$ cat src/rtl/fir_pkg.sv
// fir_pkg: shared sizes and state encoding for the FIR stream controller
package fir_pkg;
  localparam int TAPS = 13;
  localparam int LATENCY = 7;
  localparam int DRAIN_LEN = 13;
  localparam int CFG_AW = 4;
  localparam int CNT_W = $clog2(DRAIN_LEN);
  typedef enum logic [1:0] {IDLE, RUN, DRAIN} state_t;
endpackage

$ cat src/rtl/fir_tag_pipe.sv
// fir_tag_pipe: {valid,last} shift register advanced in lockstep with the filter
module fir_tag_pipe #(
  parameter int DEPTH = 6
) (
  input  logic clk,
  input  logic rst,
  input  logic adv,
  input  logic in_valid,
  input  logic in_last,
  output logic out_valid,
  output logic out_last
);
  logic [DEPTH-1:0] v, l;
  always_ff @(posedge clk or posedge rst)
    if (rst) begin
      v <= '0;
      l <= '0;
    end else if (adv) begin
      v <= {v[DEPTH-2:0], in_valid};
      l <= {l[DEPTH-2:0], in_last};
    end
  assign out_valid = v[DEPTH-1];
  assign out_last  = l[DEPTH-1];
endmodule

$ cat src/rtl/fir_stream_ctrl.sv
// fir_stream_ctrl: coefficient bank, sample streaming, result return and drain around an external FIR pipeline
module fir_stream_ctrl
  import fir_pkg::*;
(
  input  logic                 clk,
  input  logic                 reset,
  input  logic                 cfg_we,
  input  logic [CFG_AW-1:0]    cfg_addr,
  input  logic [31:0]          cfg_data,
  input  logic                 cfg_go,
  output logic                 cfg_err,
  output logic                 busy,
  output logic                 done,
  input  logic                 s_valid,
  output logic                 s_ready,
  input  logic [31:0]          s_data,
  input  logic                 s_last,
  output logic [32*TAPS-1:0]   coeff_flat,
  output logic [31:0]          fir_in,
  output logic                 fir_start,
  output logic                 fir_hold,
  input  logic [31:0]          fir_out,
  output logic                 m_valid,
  input  logic                 m_ready,
  output logic [31:0]          m_data,
  output logic                 m_last
);
  state_t state, state_nx;
  logic [TAPS-1:0][31:0] coeff;
  logic [CNT_W-1:0] cnt;
  logic out_pend, slot, adv, run, drain, wr_ok, tap_valid, tap_last;
  assign run   = state == RUN;
  assign drain = state == DRAIN;
  assign slot  = !out_pend || m_ready;
  assign adv   = slot && (drain || (run && s_valid));
  assign wr_ok = state == IDLE && cfg_addr < CFG_AW'(TAPS);
  always_comb begin
    s_ready    = run && slot;
    fir_in     = run ? s_data : '0;
    fir_start  = run || drain;
    fir_hold   = !adv;
    busy       = state != IDLE;
    m_valid    = out_pend;
    m_data     = fir_out;
    coeff_flat = coeff;
    state_nx   = (state == IDLE && cfg_go)       ? RUN :
                 (run && adv && s_last)          ? DRAIN :
                 (drain && adv && cnt == '0)     ? IDLE : state;
  end
  // Stage LATENCY-2 is the last one read, so the pipe stops there.
  fir_tag_pipe #(.DEPTH(LATENCY - 1)) u_tags (
    .clk      (clk),
    .rst      (reset),
    .adv      (adv),
    .in_valid (run),
    .in_last  (run && s_last),
    .out_valid(tap_valid),
    .out_last (tap_last)
  );
  always_ff @(posedge clk or posedge reset)
    if (reset) begin
      state    <= IDLE;
      coeff    <= '0;
      cnt      <= '0;
      out_pend <= 1'b0;
      m_last   <= 1'b0;
      done     <= 1'b0;
      cfg_err  <= 1'b0;
    end else begin
      state   <= state_nx;
      done    <= drain && adv && cnt == '0;
      cfg_err <= cfg_we && !wr_ok;
      if (cfg_we && wr_ok) coeff[cfg_addr] <= cfg_data;
      if (run && adv && s_last) cnt <= CNT_W'(DRAIN_LEN - 1);
      else if (drain && adv) cnt <= cnt - CNT_W'(1);
      if (adv && tap_valid) begin
        out_pend <= 1'b1;
        m_last   <= tap_last;
      end else if (out_pend && m_ready) out_pend <= 1'b0;
    end
endmodule

$ cat config.mk
export PLATFORM = sky130hd
export DESIGN_NAME = fir_stream_ctrl
export DESIGN_NICKNAME = d
export VERILOG_FILES = /design/src/rtl/fir_pkg.sv /design/src/rtl/fir_tag_pipe.sv /design/src/rtl/fir_stream_ctrl.sv
export SDC_FILE = /design/constraint.sdc
export NUM_CORES = 1
export LEC_CHECK = 0
export ABC_CLOCK_PERIOD_IN_PS = 21100
export CORE_AREA = 2 2 229 231
export DETAILED_ROUTE_END_ITERATION = 10
export DIE_AREA = 0 0 231 233
export SYNTH_ARGS = -nofsm -noshare
export SYNTH_HDL_FRONTEND = slang
export SYNTH_SLANG_ARGS = --single-unit
$ cat constraint.sdc
create_clock -name clk -period 21.1 [get_ports clk]
set_input_delay 4.22 -clock clk [delete_from_list [all_inputs] [get_ports clk]]
set_output_delay 4.22 -clock clk [all_outputs]
set_load 0.005 [all_outputs]
# ---- Word-level counts from Yosys, hierarchy flattened
# Index checks and enable logic that the tools add are counted.
dict set report op_classes {
  n_reduce_logical 27
  mux 11
  n_eq_ne 2
  n_addsub 1
  magnitude_cmp 3
}
# operator n
set ops {}
lappend ops {{bitwise mux 416 bit} 1}
lappend ops {{demux 32 bit (select 4 bit)} 1}
lappend ops {{two-way mux 32 bit} 2}
lappend ops {{logical AND 1 bit} 15}
lappend ops {{two-way mux 4 bit} 2}
lappend ops {{two-way mux 2 bit} 3}
lappend ops {{nonzero test 2 bit} 3}
lappend ops {{less-than comparator 4 x 5 -> 1 bit, second input constant} 1}
lappend ops {{>= comparator 4 x 1 -> 1 bit, second input constant} 1}
lappend ops {{zero test 4 bit} 1}
lappend ops {{less-than comparator 4 bit, second input constant} 1}
lappend ops {{subtractor 4 x 1 -> 4 bit, second input constant} 1}
lappend ops {{zero test 1 bit} 3}
lappend ops {{logical OR 1 bit} 3}
lappend ops {{nonzero test 3 bit} 1}
lappend ops {{equality test 2 x 1 -> 1 bit, second input constant} 1}
lappend ops {{equality test 2 bit, second input constant} 1}
lappend ops {{zero test 2 bit} 1}
lappend ops {{two-way mux 1 bit} 2}
dict set report word_totals {
  input_bits 107
  elab_cells 65
  reg_bits 438
  output_inout_bits 488
}

# ---- Longest topological paths before layout
dict set report depth {
  depth_word 9
  depth_mapped 7
  depth_no_buf 5
}

# ---- By module
# From an unflattened synthesis, not the netlist that was laid out.
dict set report unflattened {
  cells_unflattened 1082
  hier_area_um2 17071.4
}
# module n_inst cells_each area_per_inst_um2
set by_module_without_submodules {}
lappend by_module_without_submodules {fir_stream_ctrl 1 1056 16583.4}
lappend by_module_without_submodules {fir_tag_pipe 1 26 488.0}

# ---- Worst setup path after synthesis
# No wires, ideal clock.
dict set report synth_path {
  path_kind {input-to-output}
  from {input port m_ready}
  to {output port fir_hold}
  path_slack_ns 12.080
  arrival_time_ns 4.800
  stages 4
  cell_sequence {nor2b_1 nor2_1 buf_2 inv_1}
}
dict set report synth_via {
  elab_chain_len 3
}
# item line_no
set synth_lines {}
lappend synth_lines {{start: declaration} fir_stream_ctrl.sv:24} ;# input logic m_ready,
lappend synth_lines {{logical OR 1 bit} fir_stream_ctrl.sv:34} ;# assign slot = !out_pend || m_ready;
lappend synth_lines {{logical AND 1 bit} fir_stream_ctrl.sv:35} ;# assign adv = slot && (drain || (run && s_valid));
lappend synth_lines {{zero test 1 bit} fir_stream_ctrl.sv:41} ;# fir_hold = !adv;
lappend synth_lines {{end: declaration} fir_stream_ctrl.sv:21} ;# output logic fir_hold,
# No other way between the ends.

# ---- Worst setup path after layout
dict set report layout_path {
  from {input port s_valid}
  to {output port fir_hold}
}
dict set report layout_via {
  elab_chain_len 4
}
# item line_no
set layout_lines {}
lappend layout_lines {{start: declaration} fir_stream_ctrl.sv:14} ;# input logic s_valid,
lappend layout_lines {{logical AND 1 bit} fir_stream_ctrl.sv:35}
lappend layout_lines {{logical OR 1 bit} fir_stream_ctrl.sv:35}
lappend layout_lines {{logical AND 1 bit} fir_stream_ctrl.sv:35}
lappend layout_lines {{zero test 1 bit} fir_stream_ctrl.sv:41}
# No other way between the ends.

==> impl_metrics.yaml <==
worst_setup_path:
  crit_fanout: 12
  crit_top_cell: "clkdlybuf4s50_1"
  slowest_stage: "nor2_1"
  crit_path_end: "fir_hold"
  r2r_cells: 6
  cp_cell_sequence: "clkdlybuf4s50_1 > a21oi_1 > nor2_1 > inv_1 > clkdlybuf4s50_1"
  critical_path_class: "in2out"
  cp-end-kind: "output port"
  r2r_start: "state[1]"
  reg2reg_to: "coeff_flat[199]"
  start_kind: "input pin"
  rrSetupSlack_ns: 18.14
  crit_required_ns: 16.88
  cp.arrival_ns: 6.22
  max_stage_delay_ns: 0.78
  crit_path_start: "s_valid"
final_layout:
  final_cell_mix: "clkdlybuf4s50_1, dfrtp_1, mux2_2, clkbuf_16, and2_1"
  utilization_pct: 47.7
  nNetsFinal: 1670
  drive_gt1_share_pct: 32.6
  final_cells: 2277
  design_area_um2: 24300
  regArea_um2: 11000
  area_growth_syn_to_layout_pct: 42.8
  multi_input_area_um2: 5490
  nFillCells: 4547
  mostFrequentLayoutCell: "clkdlybuf4s50_1"
power:
  p_leak_nw: 11.5
  power.total_mw: 1.73
  powerDensity_nw_per_um2: 71.2
  vdd_drop_max_v: 0.0000593
placed_design:
  place.port_buffers: 530
  hpwl_mm: 35.9
  placed_area_um2: 22800
  post-place-ws_ns: 10.63
  place_congestion: 0.763
  placed_cells: 2189
synthesis:
  synth_compound_area_share_pct: 0.682
  synth.distinct_cells: 35
  avgSynthCellArea_um2: 15.8
  syn-cell-area_um2: 17100
  synth_top_area_share_pct: 64.3
  yosys.area_share.simple_pct: 2.47
  yosysSeqAreaShare_pct: 64.3
  yosys_warnings: 0
  ys_ff_latch: 438
  syn-num-nets: 1192
  synth_xor_area_share_pct: 0
  netlist_instances: 1080
  synth_mux_area_share_pct: 28.3
  synth_area_leaders: "dfrtp_1, mux2_2, buf_4"
  synth_top_family_by_area: "multiplexers"
  synth_adder_area_share_pct: 0.367
  yosysTopAreaCell: "dfrtp_1"
grt:
  antenna_found_initial: 2
  grt_pass1_vias: 11100
  overflow: 0
  grt_max_degree: 160
  grt_pass1_wl_mm: 75.2
  track_usage_pct: 18.9
clocking:
  cts_tree: "yes"
  post-cts-setup-buffer-count: 0
  hold_buffers: 0
  cts_made_buffers: 47
  cts_resized: 0
  root_buffer: "clkbuf_16"
  cts_buffer_depth: 3
  htree_num_levels: 2
  clk_latency_ns: 0.57
  cts_num_sinks: 438
  clkSlewWorstSetupHoldPaths_ns: 0.06
routing:
  wl_per_cell_um: 22.8
  vias_per_cell: 4.72
  first_iter_violations: 354
  drcViolationCount: 0
  drtPass1Iterations: 4
  ant_nets: 0
  wl_mm: 52.0
  vias: 10800
die:
  core_um2: 51100
  rows: 83
  fp.dieW_um: 231
  die_y_um: 233
  die_area_um2: 53800
  pin_count: 595
  initial_core_util_pct: 33.4
sta:
  slew_headroom_pct: 23.8
  finalCritPeriodShare_pct: 49.5
  finalSetupViolations: 0
  fin_skew_ns: 0.0145
  fin_ws_ns: 10.66
  rsz0062_at_grt: "false"
  min_period_ns: 10.44
  tightest_slew_ns: 1.14
  hold_violations: 0
  slew_viol_final: 0
  setup_tns_ns: 0
  fmax_ghz: 0.0958
  whs_ns: 0.489
outcome:
  outcome: "completed"
hold_path:
  holdCritPathClass: "reg2reg"
run:
  cap_violations: 0
==> registers in the layout, summed over array words and instances, names as in the netlist <==
signal      cells
m_valid         1
u_tags.l        6
done            1
u_tags.v        6
coeff_flat    416
cnt             4
cfg_err         1
state           2
m_last          1
==> layer usage <==
metal,global-route usage [%],up-vias,part of all wire [%]
li1,-,4699,-
met1,23.2,5627,41
met2,31.7,355,49
met3,5.76,77,7.2
met4,6.19,0,2.7
met5,0,-,0
==> worst max-delay path: cells and delay by family <==
family	cells	cell delay (ns)
AND/OR/NAND/NOR	1	0.78
AO/OA/AOI/OAI	1	0.11
buffers and inverters	3	1.10
==> cell usage after synthesis <==
library cell / number
clkbuf_1: 39
or3_1: 3
and4bb_2: 1
mux2_2: 420
o21a_1: 1
nand4_1: 1
buf_6: 6
a21boi_0: 1
nand3b_1: 1
a21oi_1: 3
nor2_1: 9
mux2_1: 8
nor3_2: 1
inv_1: 9
clkbuf_2: 2
o21ai_0: 6
nand2b_1: 4
and4_1: 3
o2111ai_1: 1
buf_4: 32
o211ai_1: 1
o31ai_1: 1
nor3_1: 2
a31oi_1: 2
a41oi_1: 1
buf_2: 35
o2111a_1: 1
nand4b_1: 3
nand2_1: 4
nor2b_1: 1
nor3b_2: 1
and2_1: 33
dfrtp_1: 438
ha_1: 5
nand3_1: 1
==> cell type report <==
class	instances	share of cell area, %
clock buffers	75	5.88
well taps	680	3.49
diodes	2	0.0206
repair buffers	543	22.2
clock inverters	11	0.653
inverters	9	0.170
flip-flops and latches	438	45.0
multi-input cells	519	22.5
==> how the worst min path moves through the flow <==
stage,from,to,slack [ns],cells past startpoint
detailed placement,coeff_flat[285],coeff_flat[285],0.48,1
global route,coeff_flat[283],coeff_flat[283],0.51,1
global placement,coeff_flat[313],coeff_flat[313],0.47,1
CTS,coeff_flat[285],coeff_flat[285],0.49,1
finish,coeff_flat[285],coeff_flat[285],0.49,1
floorplan,u_tags.l[0],u_tags.l[0],0.47,2
==> kinds of logic after synthesis <==
family,after synthesis
and+or+nand+nor,68
AOI/OAI and AO/OA,18
DFF,438
muxes,428
buffers and inverters,123
adders and majority gates,5
==> where the power goes <==
group	internal (mW)	switching (mW)	leakage, nW
clock	0.512	0.332	0.787
sequential	0.840	0.0000217	6.10
combinational	0.0140	0.0345	4.61
Power figures use the tool's default switching activity.
